File: config.mk
export PLATFORM = sky130hd
export DESIGN_NAME = aes_op_scheduler
export DESIGN_NICKNAME = d
export VERILOG_FILES = /design/src/rtl/aes_op_scheduler.sv
export SDC_FILE = /design/constraint.sdc
export NUM_CORES = 1
export LEC_CHECK = 0
export BUFFER_PORTS_ARGS = -buffer_cell sky130_fd_sc_hd__buf_2
export CAP_MARGIN = 20
export CORE_MARGIN = 2
export CORE_UTILIZATION = 44
export CTS_BUF_LIST = sky130_fd_sc_hd__clkbuf_8
export CTS_CLUSTER_SIZE = 10
export DETAILED_ROUTE_END_ITERATION = 16
export GPL_TIMING_DRIVEN = 0
export HOLD_SLACK_MARGIN = 0.1
export PLACE_DENSITY = 0.77
export REMOVE_ABC_BUFFERS = 1
export SYNTH_ARGS = -nofsm -noshare
export SYNTH_HDL_FRONTEND = slang
export SYNTH_SLANG_ARGS = --single-unit
File: constraint.sdc
create_clock -name clk -period 1.52 [get_ports clk]
set_input_delay 0.304 -clock clk [delete_from_list [all_inputs] [get_ports clk]]
set_output_delay 0.304 -clock clk [all_outputs]
set_load 0.1 [all_outputs]
File: src/rtl/aes_op_scheduler.sv
// Serialises data runs, PRNG reseeds, key fetches and last-key computations for the masked AES core.
// Optional: define AUTO_RESEED_EN to force a reseed after RESEED_PERIOD encryptions.
module aes_op_scheduler #(
    parameter int NSLOT         = 4,
    parameter int SLOT_W        = (NSLOT > 1) ? $clog2(NSLOT) : 1,
    parameter int RESEED_PERIOD = 1024,
    parameter int CNT_W         = 16
) (
    input  logic              clk,
    input  logic              rst_n,
    input  logic              in_data_valid,
    output logic              in_data_ready,
    input  logic [SLOT_W-1:0] in_data_slot,
    input  logic              in_seed_valid,
    output logic              in_seed_ready,
    input  logic              in_key_valid,
    input  logic [SLOT_W-1:0] in_key_slot,
    input  logic              ksu_busy,
    input  logic              core_busy,
    input  logic              prng_busy,
    input  logic              prng_out_valid,
    input  logic              core_in_ready,
    input  logic              ksu_last_key_req,
    output logic              core_valid_in,
    output logic              core_key_schedule_only,
    output logic [SLOT_W-1:0] core_slot,
    output logic              ksu_start_fetch,
    output logic              prng_start_reseed,
    output logic [NSLOT-1:0]  slot_loaded,
    output logic              err_no_key,
    output logic              reseed_required
);

    typedef enum logic [2:0] {
        IDLE,
        RUN,
        LASTKEY,
        RESEED,
        REKEY
    } state_t;

    state_t state;
    logic   busy_seen;
    logic   lastkey_req;
    logic   data_req;
    logic   data_loaded;
    logic   watched_busy;
    logic   op_done;

    // Slots beyond NSLOT (non power-of-two NSLOT) never hold a key.
    function automatic logic slot_ok(input logic [SLOT_W-1:0] s);
        return int'(s) < NSLOT;
    endfunction

    always_comb begin
        lastkey_req            = ksu_last_key_req & prng_out_valid;
        data_req               = in_data_valid & prng_out_valid & ~reseed_required;
        data_loaded            = slot_ok(in_data_slot) && slot_loaded[in_data_slot];
        core_valid_in          = 1'b0;
        core_key_schedule_only = 1'b0;
        in_data_ready          = 1'b0;
        err_no_key             = 1'b0;
        prng_start_reseed      = 1'b0;
        ksu_start_fetch        = 1'b0;
        if (state == IDLE) begin
            if (lastkey_req) begin
                core_valid_in          = 1'b1;
                core_key_schedule_only = 1'b1;
            end else if (data_req) begin
                if (data_loaded) begin
                    core_valid_in = 1'b1;
                    in_data_ready = core_in_ready;
                end else begin
                    in_data_ready = 1'b1;
                    err_no_key    = 1'b1;
                end
            end else if (in_seed_valid) begin
                prng_start_reseed = 1'b1;
            end else if (in_key_valid) begin
                ksu_start_fetch = 1'b1;
            end
        end
    end

    always_comb begin
        watched_busy = 1'b0;
        case (state)
            RUN, LASTKEY: watched_busy = core_busy;
            REKEY:        watched_busy = ksu_busy;
            RESEED:       watched_busy = prng_busy;
            default:      watched_busy = 1'b0;
        endcase
    end

    // An operation ends only after its busy flag has been seen high and then drops.
    assign op_done       = (state != IDLE) && busy_seen && !watched_busy;
    assign in_seed_ready = (state == RESEED) && prng_busy && !busy_seen;

    always_ff @(posedge clk or negedge rst_n) begin
        if (!rst_n) begin
            state       <= IDLE;
            busy_seen   <= 1'b0;
            core_slot   <= '0;
            slot_loaded <= '0;
        end else begin
            case (state)
                IDLE: begin
                    busy_seen <= 1'b0;
                    if (lastkey_req) begin
                        if (core_in_ready) begin
                            state <= LASTKEY;
                        end
                    end else if (data_req) begin
                        if (data_loaded && core_in_ready) begin
                            core_slot <= in_data_slot;
                            state     <= RUN;
                        end
                    end else if (in_seed_valid) begin
                        state <= RESEED;
                    end else if (in_key_valid) begin
                        core_slot <= in_key_slot;
                        state     <= REKEY;
                        if (slot_ok(in_key_slot)) begin
                            slot_loaded[in_key_slot] <= 1'b0;
                        end
                    end
                end
                default: begin
                    if (!busy_seen) begin
                        busy_seen <= watched_busy;
                    end else if (op_done) begin
                        busy_seen <= 1'b0;
                        state     <= IDLE;
                        if (state == REKEY && slot_ok(core_slot)) begin
                            slot_loaded[core_slot] <= 1'b1;
                        end
                    end
                end
            endcase
        end
    end

`ifdef AUTO_RESEED_EN
    logic [CNT_W-1:0] enc_count;
    logic             data_fire;

    assign data_fire       = (state == IDLE) && !lastkey_req && data_req && data_loaded && core_in_ready;
    assign reseed_required = (enc_count == CNT_W'(RESEED_PERIOD));

    // Data is refused once the budget is reached, so the count saturates there.
    always_ff @(posedge clk or negedge rst_n) begin
        if (!rst_n) begin
            enc_count <= '0;
        end else if (state == RESEED && op_done) begin
            enc_count <= '0;
        end else if (data_fire && !reseed_required) begin
            enc_count <= enc_count + 1'b1;
        end
    end
`else
    assign reseed_required = 1'b0;
`endif

endmodule

==> results_dict.tcl, run 1 <==
set metrics [dict create \
    dp_worst_setup_slack_ns -0.642 \
    wl_met3_um 430 \
    layout.nets 135 \
    synth_cell_types 34 \
    antenna_cells 0 \
    slew_violations 0 \
    path_delay_family "multiplexers" \
    synth.most_common_cell "dfrtp_1" \
    cts_buffer_depth 2 \
    hold_class "in -> reg" \
    path_buf_inv 1 \
    die-area_um2 1970 \
    core-area_um2 1520 \
    cts_buffers 3 \
    routed.top_layer "met4" \
    async_flop_share_pct 100 \
    die_x_um 44.4 \
    io_pins 29 \
    violations "setup timing" \
    end_kind "output port" \
    detail-route-antenna-nets 0 \
    wl_met2_um 1700 \
    port_buffers 27 \
    drive_gt1_share_pct 64.7 \
    finalPower_mw 3.01 \
    num_rows 14 \
    hpwlAfterDp_um 1310 \
    path_class "reg -> out" \
    cp_max_fo 3 \
    vias_per_cell 6.93 \
    period_share_pct 142 \
    place_inst 109 \
    cp_slowest_stage_delay_ns 0.58 \
    grt-ovfl-total 0 \
    syn_area_um2 719 \
    p_leak_nw 0.602 \
    grt_pass1_vias 824 \
    netlist_instances 69 \
    nFillCells 61 \
    powerDensity_nw_per_um2 2300 \
    hold_ws_ns 0.403 \
    timing.fmax_mhz 464 \
    grt_first_pass_wirelength_um 4090 \
    slowest_stage "mux4_2" \
    internal-power_mw 1.40 \
    switching_share_pct 53.4 \
    p_switching_mw 1.61 \
    cp.arrival_ns 1.85 \
    firstDrtPassIters 4 \
    wl_met1_um 1230 \
    yosysSeqAreaShare_pct 34.8 \
    pwr-share-comb_pct 71.1 \
    drc 0 \
    clockRootBuffer "clkbuf_8" \
    cts.htree.levels 1 \
    final-instance-count-excl-fill 135 \
    synth_edf_count 0 \
    wl_um 3570 \
    clock_skew_ns 0.0108 \
    syn_to_final_growth_pct 82.1 \
    critPathLaunchType "flop" \
    period_needed_ns 2.15 \
    setup_tns_ns -5.53 \
    crit_required_ns 1.22 \
    setup_viol 17 \
    start_util_pct 47.2 \
    grt_antenna_before_repair 0 \
    die_h_um 44.4 \
    cts_tree "built" \
    yosys_warnings 0 \
    vdd_ir_drop_max_v 0.00181 \
    hold_viol_final 0 \
    grt_use_total_pct 30.1 \
    syn_area_per_cell_um2 10.4 \
    clkTransAtPathRegs_ns 0.04 \
    crit_chain "mux4_2 -> a2111oi_4 -> buf_6" \
    max-cap-violations 0 \
    synth_common_cells "10 x dfrtp_1, 6 x mux2_2, 6 x nor2_1" \
    pwr-share-seq_pct 17.3 \
    clk_latency_ns 0.25 \
    drt-initial-drc-count 43 \
    fin_ws_ns -0.633 \
    cts.sinks 10 \
    synth_area_leaders "dfrtp_1 35%, mux2_2 9.4%, buf_6 3.1%, mux4_2 3.1%, nor2_1 3.1%" \
    wl_per_cell_um 26.4 \
    clkPwrFrac_pct 11.6 \
    synth_ff_type "dfrtp_1" \
    gp_congestion 0.874 \
    rsz0062_at_grt "true" \
    grt_max_degree 11 \
    via_count 936 \
    synth-seq-cells 10 \
    synth.top_cell.area_share_pct 34.8 \
    yosys.area.top_type "dfrtp_1" \
    status "finished, violations left" \
]
layout by cell type (no fill, tap or decap), types with 2 or more instances in the layout:
master	n
buf_2	20
buf_6	14
buf_4	9
dfrtp_1	7
nand2_1	5
buf_12	5
clkbuf_8	4
inv_1	3
mux2_2	3
mux2_4	3
nor2_1	3
dfrtp_2	3
nor2_4	2
or4bb_1	2
nor4_4	2
a21oi_1	2
nand4_1	2
o21ai_1	2
a31oi_1	2
o31ai_4	2
power by group through the flow:
stage	combinational, mW	clock, mW	sequential [mW]
finish	2.14	0.348	0.521
global route	2.17	0.358	0.524
CTS	1.76	0.342	0.479
detailed placement	1.28	0	0.530
global placement	1.27	0	0.523
floorplan	0.653	0	0.927
final timing paths:
| path | to | slack (ns) | cells past startpoint | startpoint |
|---|---|---|---|---|
| worst max-delay path | in_data_ready | -0.63 | 3 | slot_loaded[2] |
| worst min-delay path | slot_loaded[3] | 0.40 | 2 | in_key_slot[0] |
| worst max register to register | state[0] | -0.44 | 6 | state[2] |
| worst min register to register | slot_loaded[2] | 0.58 | 1 | slot_loaded[2] |
| max in group asynchronous | state[0] | 0.85 | 2 | rst_n |
| min in group asynchronous | core_slot[0] | 0.45 | 2 | rst_n |
final cells by class:
| cell class | instances | area, um^2 | area share [%] |
|---|---|---|---|
| Clock buffer | 4 | 55.1 | 4.20 |
| Sequential cell | 10 | 254 | 19.4 |
| Inverter | 4 | 15.0 | 1.15 |
| Multi-Input combinational cell | 52 | 531 | 40.5 |
| Timing Repair Buffer | 49 | 435 | 33.2 |
| Tap cell | 16 | 20.0 | 1.53 |
registers in the layout (all words and copies together) (netlist names):
| register | flops |
|---|---|
| busy_seen | 1 |
| core_slot | 2 |
| slot_loaded | 4 |
| state | 3 |
per-stage QoR:
step | utilization [%] | instance area (um^2)
final | 86.0 | 1310
after global routing | 86.0 | 1310
after CTS | 77.9 | 1190
after detailed placement | 55.4 | 845
after global placement | 55.4 | 845
after floorplan | - | 689
routing by layer:
metal | vias up | track usage (%)
li1 | 364 | -
met1 | 452 | 33.2
met2 | 94 | 53.5
met3 | 26 | 9.80
met4 | 0 | 10.9
met5 | - | 0
timing repair:
item                       in CTS  in global routing
setup endpoints to repair      13                 15
setup buffers                  14                  9
hold buffers                    1                  0
gates cloned                    0                  0
pin swaps                      12                  8
hold endpoints to repair       10                  0
gates resized for setup        48                 18
logic make-up after synthesis:
logic type	synth area share, %
and+or+nand+nor	27.5
buffers and inverters	6.26
AOI/OAI and AO/OA	17.0
other	0.521
DFF	34.8
muxes	13.9
Note: power is estimated with default switching activity, not from simulation.
==> run 2, diff against run 1 <==
- SKIP_CTS_REPAIR_TIMING: unset -> 1
==> results_dict.tcl, run 2 (synthesis gave the netlist of run 1 again) <==
set metrics [dict create \
    layout.cells.most_common "buf_2" \
    num_rows 14 \
    cts_tree "built" \
    grt_max_degree 11 \
    rrSetupSlack_ns -0.30 \
    path_class "reg -> out" \
    clkTransAtPathRegs_ns 0.04 \
    critPathLaunchType "flop" \
    timing.fmax_mhz 466 \
    reg2reg_depth 5 \
    r2r-start "state[0]" \
    pwr-share-seq_pct 20.6 \
    setup_viol 16 \
    grt_util_met1_pct 25.7 \
    wl_per_cell_um 19.7 \
    die_h_um 44.4 \
    clockRootBuffer "clkbuf_8" \
    max-cap-violations 0 \
    grt_use_total_pct 20.0 \
    io_pins 29 \
    core-area_um2 1520 \
    grt_first_pass_wirelength_um 2770 \
    layout.nets 128 \
    r2r_end "slot_loaded[2]" \
    vias_per_cell 6.38 \
    status "finished, violations left" \
    fin_ws_ns -0.626 \
    top_usage_layer "met2" \
    switching_share_pct 53.7 \
    cp_max_fo 4 \
    cts.sinks 10 \
    start_util_pct 47.2 \
    largest_register_ffs 4 \
    drive_gt1_share_pct 60.7 \
    detail-route-antenna-nets 0 \
    rsz0062_at_grt "true" \
    cts_buffer_depth 2 \
    hold_class "in -> reg" \
    clk_latency_ns 0.24 \
    grt-ovfl-total 0 \
    hold_start "in_key_slot[0]" \
    slew_violations 0 \
    via_count 816 \
    gp_congestion 0.874 \
    syn_to_final_growth_pct 63.1 \
    internal-power_mw 1.21 \
    grt_pass1_vias 607 \
    powerDensity_nw_per_um2 2230 \
    period_share_pct 141 \
    min_path_cells 2 \
    regMostFlops "slot_loaded" \
    hold_ws_ns 0.350 \
    die-area_um2 1970 \
    p_leak_nw 0.543 \
    end_kind "output port" \
    clock_skew_ns 0.0114 \
    met2_usage_pct 30.9 \
    setup_tns_ns -4.34 \
    grt_antenna_before_repair 0 \
    pwr-share-comb_pct 66.6 \
    vdd_ir_drop_max_v 0.00121 \
    firstDrtPassIters 5 \
    drt-initial-drc-count 35 \
    top_regs "slot_loaded: 4 flops, state: 3 flops, core_slot: 2 flops" \
    clkPwrFrac_pct 12.8 \
    drc 0 \
    port_buffers 27 \
    cp.arrival_ns 1.84 \
    cts_buffers 3 \
    wl_um 2520 \
    hold_end "slot_loaded[3]" \
    die_x_um 44.4 \
    violations "setup timing" \
    crit_required_ns 1.22 \
    hpwlAfterDp_um 1310 \
    most-common-layout-cells "20 x buf_2, 12 x buf_4, 7 x dfrtp_1, 5 x nand2_1" \
    hold_viol_final 0 \
    antenna_cells 0 \
    cts.htree.levels 1 \
    p_switching_mw 1.40 \
    use_met3_pct 7.35 \
    period_needed_ns 2.15 \
]
==> run 2: metal layers <==
layer,vias up,wire length [um]
li1,348,-
met1,414,1010
met2,50,1330
met3,4,164
met4,0,18
met5,-,0
==> run 2: how the worst max path moves through the flow <==
stage / slack, ns / cells past startpoint / startpoint / endpoint
2_1_floorplan: -4.93 / 2 / slot_loaded[3] / in_data_ready
3_3_place_gp: -0.64 / 4 / in_data_slot[0] / in_data_ready
3_5_place_dp: -0.64 / 4 / in_data_slot[0] / in_data_ready
4_1_cts: -0.85 / 3 / slot_loaded[0] / in_data_ready
5_1_grt: -0.66 / 3 / slot_loaded[3] / in_data_ready
6_report: -0.63 / 4 / slot_loaded[3] / core_valid_in
==> run 2: cell type report <==
type                            count  area, um^2
Fill cell                          79         350
Clock buffer                        4        55.1
Timing Repair Buffer               42         340
Tap cell                           16        20.0
Multi-Input combinational cell     52         489
Inverter                            4        15.0
Sequential cell                    10         254
==> run 2: worst max-delay path: stages (launching register included) <==
cell and delay, ns:
dfrtp_1 0.40, mux4_2 0.58, buf_4 0.18, a41o_1 0.26
buf_6 0.19
==> run 2: through the flow <==
stage | std cells | cell area, um^2 | total power [mW] | utilization [%] | setup WS, ns
6_report | 128 | 1170 | 2.61 | 77.0 | -0.626
2_1_floorplan | 66 | 689 | 1.58 | - | -4.93
3_3_place_gp | 109 | 845 | 1.79 | 55.4 | -0.637
3_5_place_dp | 109 | 845 | 1.81 | 55.4 | -0.642
4_1_cts | 113 | 900 | 2.15 | 59.0 | -0.849
5_1_grt | 128 | 1170 | 2.70 | 77.0 | -0.664
==> run 2: power by group through the flow <==
stage	logic (mW)	clock network, mW	registers, mW
2_1_floorplan	0.653	0	0.927
3_3_place_gp	1.27	0	0.523
3_5_place_dp	1.28	0	0.530
4_1_cts	1.29	0.342	0.526
5_1_grt	1.80	0.356	0.547
6_report	1.74	0.334	0.539
